`config.mk`:
```
export PLATFORM = sky130hd
export DESIGN_NAME = nn_classifier_stream
export DESIGN_NICKNAME = d
export VERILOG_FILES = /design/src/rtl/nn_pkg.sv /design/src/rtl/nn_lane_mac.sv /design/src/rtl/nn_classifier_stream.sv
export SDC_FILE = /design/constraint.sdc
export NUM_CORES = 2
export LEC_CHECK = 0
export CORE_MARGIN = 1
export CORE_UTILIZATION = 45
export DETAILED_ROUTE_END_ITERATION = 8
export GPL_ROUTABILITY_DRIVEN = 0
export PLACE_DENSITY_LB_ADDON = 0.25
export SLEW_MARGIN = 20
export SYNTH_ARGS = -nofsm -noshare
export SYNTH_HDL_FRONTEND = slang
export SYNTH_HIERARCHICAL = 1
export SYNTH_SLANG_ARGS = --single-unit
```
`constraint.sdc`:
```
create_clock -name clk -period 7.2 [get_ports clk]
set_input_delay 1.44 -clock clk [delete_from_list [all_inputs] [get_ports clk]]
set_output_delay 1.44 -clock clk [all_outputs]
set_load 0.005 [all_outputs]
```
`src/rtl/nn_pkg.sv`:
```
// Shared types, Q-format constants and arithmetic helpers for the streaming classifier head.
package nn_pkg;

  typedef enum logic [2:0] {
    S_IDLE = 3'd0,
    S_ACC  = 3'd1,
    S_BIAS = 3'd2,
    S_ACT  = 3'd3,
    S_OUT  = 3'd4
  } nn_state_e;

  localparam int FRAC_BITS_DEF = 10;
  localparam int ONE           = 1 << FRAC_BITS_DEF;
  localparam int HALF          = ONE / 2;

  // Clamp a wide signed value into the signed range of a dw-bit word.
  function automatic logic signed [63:0] sat(input logic signed [63:0] v, input int dw);
    logic signed [63:0] hi;
    logic signed [63:0] lo;
    hi = (64'sd1 <<< (dw - 1)) - 64'sd1;
    lo = -(64'sd1 <<< (dw - 1));
    if (v > hi) return hi;
    if (v < lo) return lo;
    return v;
  endfunction

  // 0.25*z + 0.5 clamped to [0, 1.0] in a Q-format with fb fractional bits.
  function automatic logic signed [63:0] hard_sigmoid(input logic signed [63:0] z, input int fb);
    logic signed [63:0] one;
    logic signed [63:0] t;
    one = 64'sd1 <<< fb;
    t   = (z >>> 2) + (one >>> 1);
    if (t < 64'sd0) return 64'sd0;
    if (t > one) return one;
    return t;
  endfunction

endpackage

```
`src/rtl/nn_lane_mac.sv`:
```
// One classifier lane: multiply-accumulate, bias add with saturation, hard-sigmoid activation.
module nn_lane_mac
  import nn_pkg::*;
#(
  parameter int DW = 16,
  parameter int FB = 10,
  parameter int AW = 40
) (
  input  logic                 clk,
  input  logic                 rst,
  input  logic                 clr,
  input  logic                 acc_en,
  input  logic                 bias_en,
  input  logic                 act_en,
  input  logic signed [DW-1:0] x,
  input  logic signed [DW-1:0] w,
  input  logic signed [DW-1:0] bias,
  output logic signed [DW-1:0] z,
  output logic signed [DW-1:0] a,
  output logic                 sat_hit
);

  logic signed [AW-1:0]   acc_q, acc_d;
  logic signed [DW-1:0]   z_q, z_d;
  logic signed [DW-1:0]   a_q, a_d;
  logic signed [2*DW-1:0] prod;
  logic signed [63:0]     pre_wide;
  logic signed [63:0]     z_wide;

  assign prod     = (2*DW)'(x) * (2*DW)'(w);
  // Arithmetic shift floors toward minus infinity; no rounding is applied.
  assign pre_wide = 64'(acc_q >>> FB) + 64'(bias);
  assign z_wide   = sat(pre_wide, DW);
  assign sat_hit  = bias_en && (z_wide != pre_wide);

  always_comb begin
    acc_d = acc_q;
    z_d   = z_q;
    a_d   = a_q;
    if (clr) begin
      acc_d = '0;
    end else if (acc_en) begin
      acc_d = acc_q + AW'(prod);
    end
    if (bias_en) z_d = DW'(z_wide);
    if (act_en)  a_d = DW'(hard_sigmoid(64'(z_q), FB));
  end

  always_ff @(posedge clk or posedge rst) begin
    if (rst) begin
      acc_q <= '0;
      z_q   <= '0;
      a_q   <= '0;
    end else begin
      acc_q <= acc_d;
      z_q   <= z_d;
      a_q   <= a_d;
    end
  end

  assign z = z_q;
  assign a = a_q;

endmodule

```
`src/rtl/nn_classifier_stream.sv`:
```
// Streaming classifier head: frame FSM, beat counter and N_CH parallel lanes with per-lane decisions.
module nn_classifier_stream
  import nn_pkg::*;
#(
  parameter int DATA_WIDTH = 16,
  parameter int FRAC_BITS  = 10,
  parameter int N_CH       = 3,
  parameter int N_FEAT     = 9,
  parameter int ACC_WIDTH  = 40,
  parameter int THRESH     = HALF
) (
  input  logic                            clk,
  input  logic                            rst,
  input  logic                            start,
  input  logic signed [DATA_WIDTH-1:0]    bias,
  input  logic                            in_valid,
  output logic                            in_ready,
  input  logic [N_CH*DATA_WIDTH-1:0]      x_flat,
  input  logic signed [DATA_WIDTH-1:0]    w,
  output logic [N_CH*DATA_WIDTH-1:0]      z_flat,
  output logic [N_CH*DATA_WIDTH-1:0]      a_flat,
  output logic [N_CH-1:0]                 unhealthy,
  output logic                            sat_flag,
  output logic                            busy,
  output logic                            done
);

  localparam int DW    = DATA_WIDTH;
  localparam int CNT_W = $clog2(N_FEAT + 1);
  localparam logic signed [DW-1:0] THRESH_W = DW'(THRESH);

  // Beat handshake: a beat transfers on a rising edge where in_valid and in_ready are both high;
  // in_ready depends only on state, and x_flat/w/in_valid must be held while in_ready is low.

  nn_state_e              state_q, state_d;
  logic [CNT_W-1:0]       beat_q, beat_d;
  logic signed [DW-1:0]   bias_q, bias_d;
  logic                   sat_flag_q, sat_flag_d;
  logic                   done_q, done_d;
  logic [N_CH*DW-1:0]     z_out_q, z_out_d;
  logic [N_CH*DW-1:0]     a_out_q, a_out_d;
  logic [N_CH-1:0]        unh_q, unh_d;

  logic                   clr, acc_en, bias_en, act_en;
  logic [N_CH*DW-1:0]     z_lane, a_lane;
  logic [N_CH-1:0]        sat_hit, unh_calc;

  for (genvar c = 0; c < N_CH; c++) begin : g_lane
    nn_lane_mac #(
      .DW(DW),
      .FB(FRAC_BITS),
      .AW(ACC_WIDTH)
    ) u_lane (
      .clk     (clk),
      .rst     (rst),
      .clr     (clr),
      .acc_en  (acc_en),
      .bias_en (bias_en),
      .act_en  (act_en),
      .x       (x_flat[c*DW +: DW]),
      .w       (w),
      .bias    (bias_q),
      .z       (z_lane[c*DW +: DW]),
      .a       (a_lane[c*DW +: DW]),
      .sat_hit (sat_hit[c])
    );
    assign unh_calc[c] = $signed(a_lane[c*DW +: DW]) >= THRESH_W;
  end

  always_comb begin
    state_d    = state_q;
    beat_d     = beat_q;
    bias_d     = bias_q;
    sat_flag_d = sat_flag_q;
    done_d     = 1'b0;
    z_out_d    = z_out_q;
    a_out_d    = a_out_q;
    unh_d      = unh_q;
    clr        = 1'b0;
    acc_en     = 1'b0;
    bias_en    = 1'b0;
    act_en     = 1'b0;
    case (state_q)
      S_IDLE: begin
        if (start) begin
          bias_d     = bias;
          beat_d     = '0;
          sat_flag_d = 1'b0;
          clr        = 1'b1;
          state_d    = S_ACC;
        end
      end
      S_ACC: begin
        if (in_valid) begin
          acc_en = 1'b1;
          beat_d = beat_q + 1'b1;
          if (beat_q == CNT_W'(N_FEAT - 1)) state_d = S_BIAS;
        end
      end
      S_BIAS: begin
        bias_en = 1'b1;
        if (|sat_hit) sat_flag_d = 1'b1;
        state_d = S_ACT;
      end
      S_ACT: begin
        act_en  = 1'b1;
        state_d = S_OUT;
      end
      S_OUT: begin
        z_out_d = z_lane;
        a_out_d = a_lane;
        unh_d   = unh_calc;
        done_d  = 1'b1;
        state_d = S_IDLE;
      end
      default: state_d = S_IDLE;
    endcase
  end

  always_ff @(posedge clk or posedge rst) begin
    if (rst) begin
      state_q    <= S_IDLE;
      beat_q     <= '0;
      bias_q     <= '0;
      sat_flag_q <= 1'b0;
      done_q     <= 1'b0;
      z_out_q    <= '0;
      a_out_q    <= '0;
      unh_q      <= '0;
    end else begin
      state_q    <= state_d;
      beat_q     <= beat_d;
      bias_q     <= bias_d;
      sat_flag_q <= sat_flag_d;
      done_q     <= done_d;
      z_out_q    <= z_out_d;
      a_out_q    <= a_out_d;
      unh_q      <= unh_d;
    end
  end

  assign in_ready  = (state_q == S_ACC);
  // The done cycle already sits in IDLE, so busy is extended through it.
  assign busy      = (state_q != S_IDLE) || done_q;
  assign done      = done_q;
  assign z_flat    = z_out_q;
  assign a_flat    = a_out_q;
  assign unhealthy = unh_q;
  assign sat_flag  = sat_flag_q;

endmodule

```
==> flow_summary.yaml <==
final_layout:
  finalNonFillerCells: 8318
  drive_gt1_frac: 0.171
  fillCellCount: 11127
  layout_common_cells: "1,265 x inv_1, 955 x fa_1, 559 x buf_4"
  area_growth_pct: 21.2
  final_net_count: 8170
  utilization: 0.549
  final_common_cell: "inv_1"
setup_path:
  worst_setup_path_start_kind: "input pin"
  cp.required_ns: 7.67
  crit_arrival_ns: 7.69
  critical_path_peak_fanout: 6
  critical_path_class: "input pin to flip-flop"
  end_kind: "flip-flop"
synthesis:
  ys.warnings.count: 6
  avgSynthCellArea_sq_um: 9.44
  synth-edff-count: 0
  synth.yosys.seq_area_share: 0.149
  synth.area.top_cells: "fa_1 35%, dfrtp_1 15%, ha_1 9.9%, inv_1 8.8%, and2_1 4.0%"
  yosysUniqueCellTypes: 109
  synthFlopType: "dfrtp_1"
  yosys.area.top_type: "fa_1"
  yosysTopAreaCellShare: 0.355
  syn_area_sq_mm: 0.0560
  synth-seq-cells: 334
  postSynthCellCount: 5934
  synth-async-reset-ratio: 1.00
clock_tree:
  root_buffer: "clkbuf_16"
  clkLatencyLatePin_ns: 0.60
  cts_buffers: 40
  cts_tree: "yes"
  cts_max_path_buffers: 3
  h-tree-depth: 2
  cts_num_sinks: 334
  clk_pin_slew_worst_paths_ns: 0.06
route:
  wire_per_inst_um: 18.2
  via_per_inst: 5.16
  vias: 42962
  drt-initial-drc-count: 2478
  antenna_left: 0
  post-route-drc-count: 0
  drt-total-wl_um: 151000
  first_pass_iters: 5
sta:
  fmax_mhz: 138
  worstMarginPinSlew_ns: 1.14
  finalCritPeriodShare: 1.00
  maxSlewHeadroom: 0.231
  finClkSkew_ns: 0.0188
  hold_violations: 0
  fin_ws_ns: -0.0234
  finalSetupViolCount: 1
  final_max_slew_viol_count: 0
  hold_ws_ns: 0.475
  min_period_ns: 7.22
  rsz0062_at_grt: "yes"
global_routing:
  grt_max_degree: 144
  grt_pass1_wl_um: 242000
  grt_antenna_before_repair: 20
  grt_usage: 0.239
  grt_pass1_vias: 45349
  grt-ovfl-total: 0
placement:
  placed_cells: 8154
  place.port_buffers: 186
  dpl.hpwl_um: 123000
floorplan:
  start_util: 0.453
  rows: 129
  die_h_um: 355
  die-width_um: 355
  ios: 187
  core_sq_mm: 0.124
  dieArea_sq_mm: 0.126
run:
  maxCapViolCount: 0
status:
  status: "finished with violations"
  violations: "setup timing"
min_path:
  min_path_type: "flip-flop to flip-flop"
[cells in the mapped netlist (25+ instances only)]
cell,count
clkbuf_1,143
nand4_1,31
a21oi_1,204
nor2_1,310
mux2_2,55
ha_1,443
nand2_1,547
mux2_1,64
nor3_1,40
o211ai_1,25
o21ai_0,121
inv_1,1308
o21a_1,25
a21o_1,80
fa_1,993
dfrtp_1,334
o21bai_1,37
nand3_1,47
a211oi_1,41
xnor2_1,123
a31oi_1,25
xor2_1,52
and2_1,355
nor2b_1,26
mux2i_1,88
[path summary, 6_finish.rpt]
path                                            from                          to  slack (ns)  cells after the start
max                                             w[1]  g_lane[0].u_lane/acc_q[39]       -0.02                     27
min                                     unhealthy[2]                unhealthy[2]        0.48                      2
max reg2reg                g_lane[0].u_lane/acc_q[8]  g_lane[0].u_lane/acc_q[39]        1.45                     18
min reg2reg                             unhealthy[2]                unhealthy[2]        0.48                      2
max in group asynchronous                        rst                  bias_q[15]        4.34                      3
min in group asynchronous                        rst       g_lane[0].u_lane/a[6]        1.31                      2
[critical path, cell delays in order]
cell and delay (ns):
buf_12 0.10, buf_12 0.14, buf_16 0.16, nand2_4 0.08
inv_2 0.04, fa_2 0.49, buf_6 0.14, fa_1 0.52
clkinvlp_4 0.15, buf_4 0.17, fa_1 0.47, inv_1 0.05
fa_1 0.50, fa_1 0.51, inv_1 0.06, fa_1 0.52
inv_1 0.06, ha_4 0.23, buf_4 0.15, a21oi_4 0.12
nor2b_4 0.17, o211ai_1 0.17, a41oi_2 0.31, o21ai_2 0.12
a31oi_1 0.21, mux2i_1 0.22, mux2_1 0.34
[state kept, by name, summed over array words and instances (netlist names)]
signal               count
a_flat                  48
z_flat                  48
bias_q                  16
unhealthy                3
beat_q                   4
g_lane.u_lane/z         48
state_q                  3
g_lane.u_lane/acc_q    120
g_lane.u_lane/a         42
done                     1
sat_flag                 1
[logic make-up (layout without fill, tap and decap cells)]
logic type / Yosys count / after routing / share of synthesized area
and+or+nand+nor: 1509 / 1509 / 0.132
buffers and inverters: 1494 / 2236 / 0.103
adders and majority gates: 1436 / 1436 / 0.454
AOI/OAI and AO/OA: 773 / 773 / 0.0945
DFF: 334 / 334 / 0.149
muxes: 207 / 207 / 0.0396
xor gates and xnor gates: 178 / 178 / 0.0282
other: 3 / 8 / 0.000201
[routing by layer]
| metal | track usage | part of all wire | vias up | wire length [um] |
|---|---|---|---|---|
| met3 | 0.0327 | 0.054 | 189 | 8220 |
| li1 | - | - | 20021 | - |
| met2 | 0.407 | 0.49 | 901 | 73900 |
| met4 | 0.0443 | 0.020 | 20 | 3010 |
| met1 | 0.328 | 0.44 | 21831 | 65800 |
| met5 | 0 | 0.00085 | - | 128 |
[area by class of cell]
type | instances | area [sq um] | share of cell area
Antenna cell | 2 | 5.00 | 0.0000737
Clock buffer | 49 | 1060 | 0.0157
Clock inverter | 22 | 417 | 0.00614
Inverter | 1308 | 4960 | 0.0731
Multi-Input combinational cell | 4109 | 43100 | 0.635
Sequential cell | 334 | 8360 | 0.123
Tap cell | 1637 | 2050 | 0.0302
Timing Repair Buffer | 857 | 7910 | 0.117
[stage by stage]
step,setup slack (ns),instance area [sq um],TNS [ns]
6_report,-0.0234,67900,-0.0234
3_5_place_dp,-0.948,64300,-34.42
4_1_cts,-0.201,66300,-0.201
2_1_floorplan,-0.0644,56300,-0.0644
5_1_grt,-0.170,67900,-0.356
3_3_place_gp,-0.848,64300,-30.97
[repair_timing]
action | 4_1_cts | 5_1_grt
resized for setup | 99 | 302
pin swaps | 69 | 184
hold buffers | 0 | 0
buffers inserted | 28 | 52
gates cloned | 5 | 9
endpoints found under the setup margin | 26 | 44
Power is left out: the tool's default activity adds up to more than one toggle a clock period on the data nets, which glitch-free logic cannot reach.
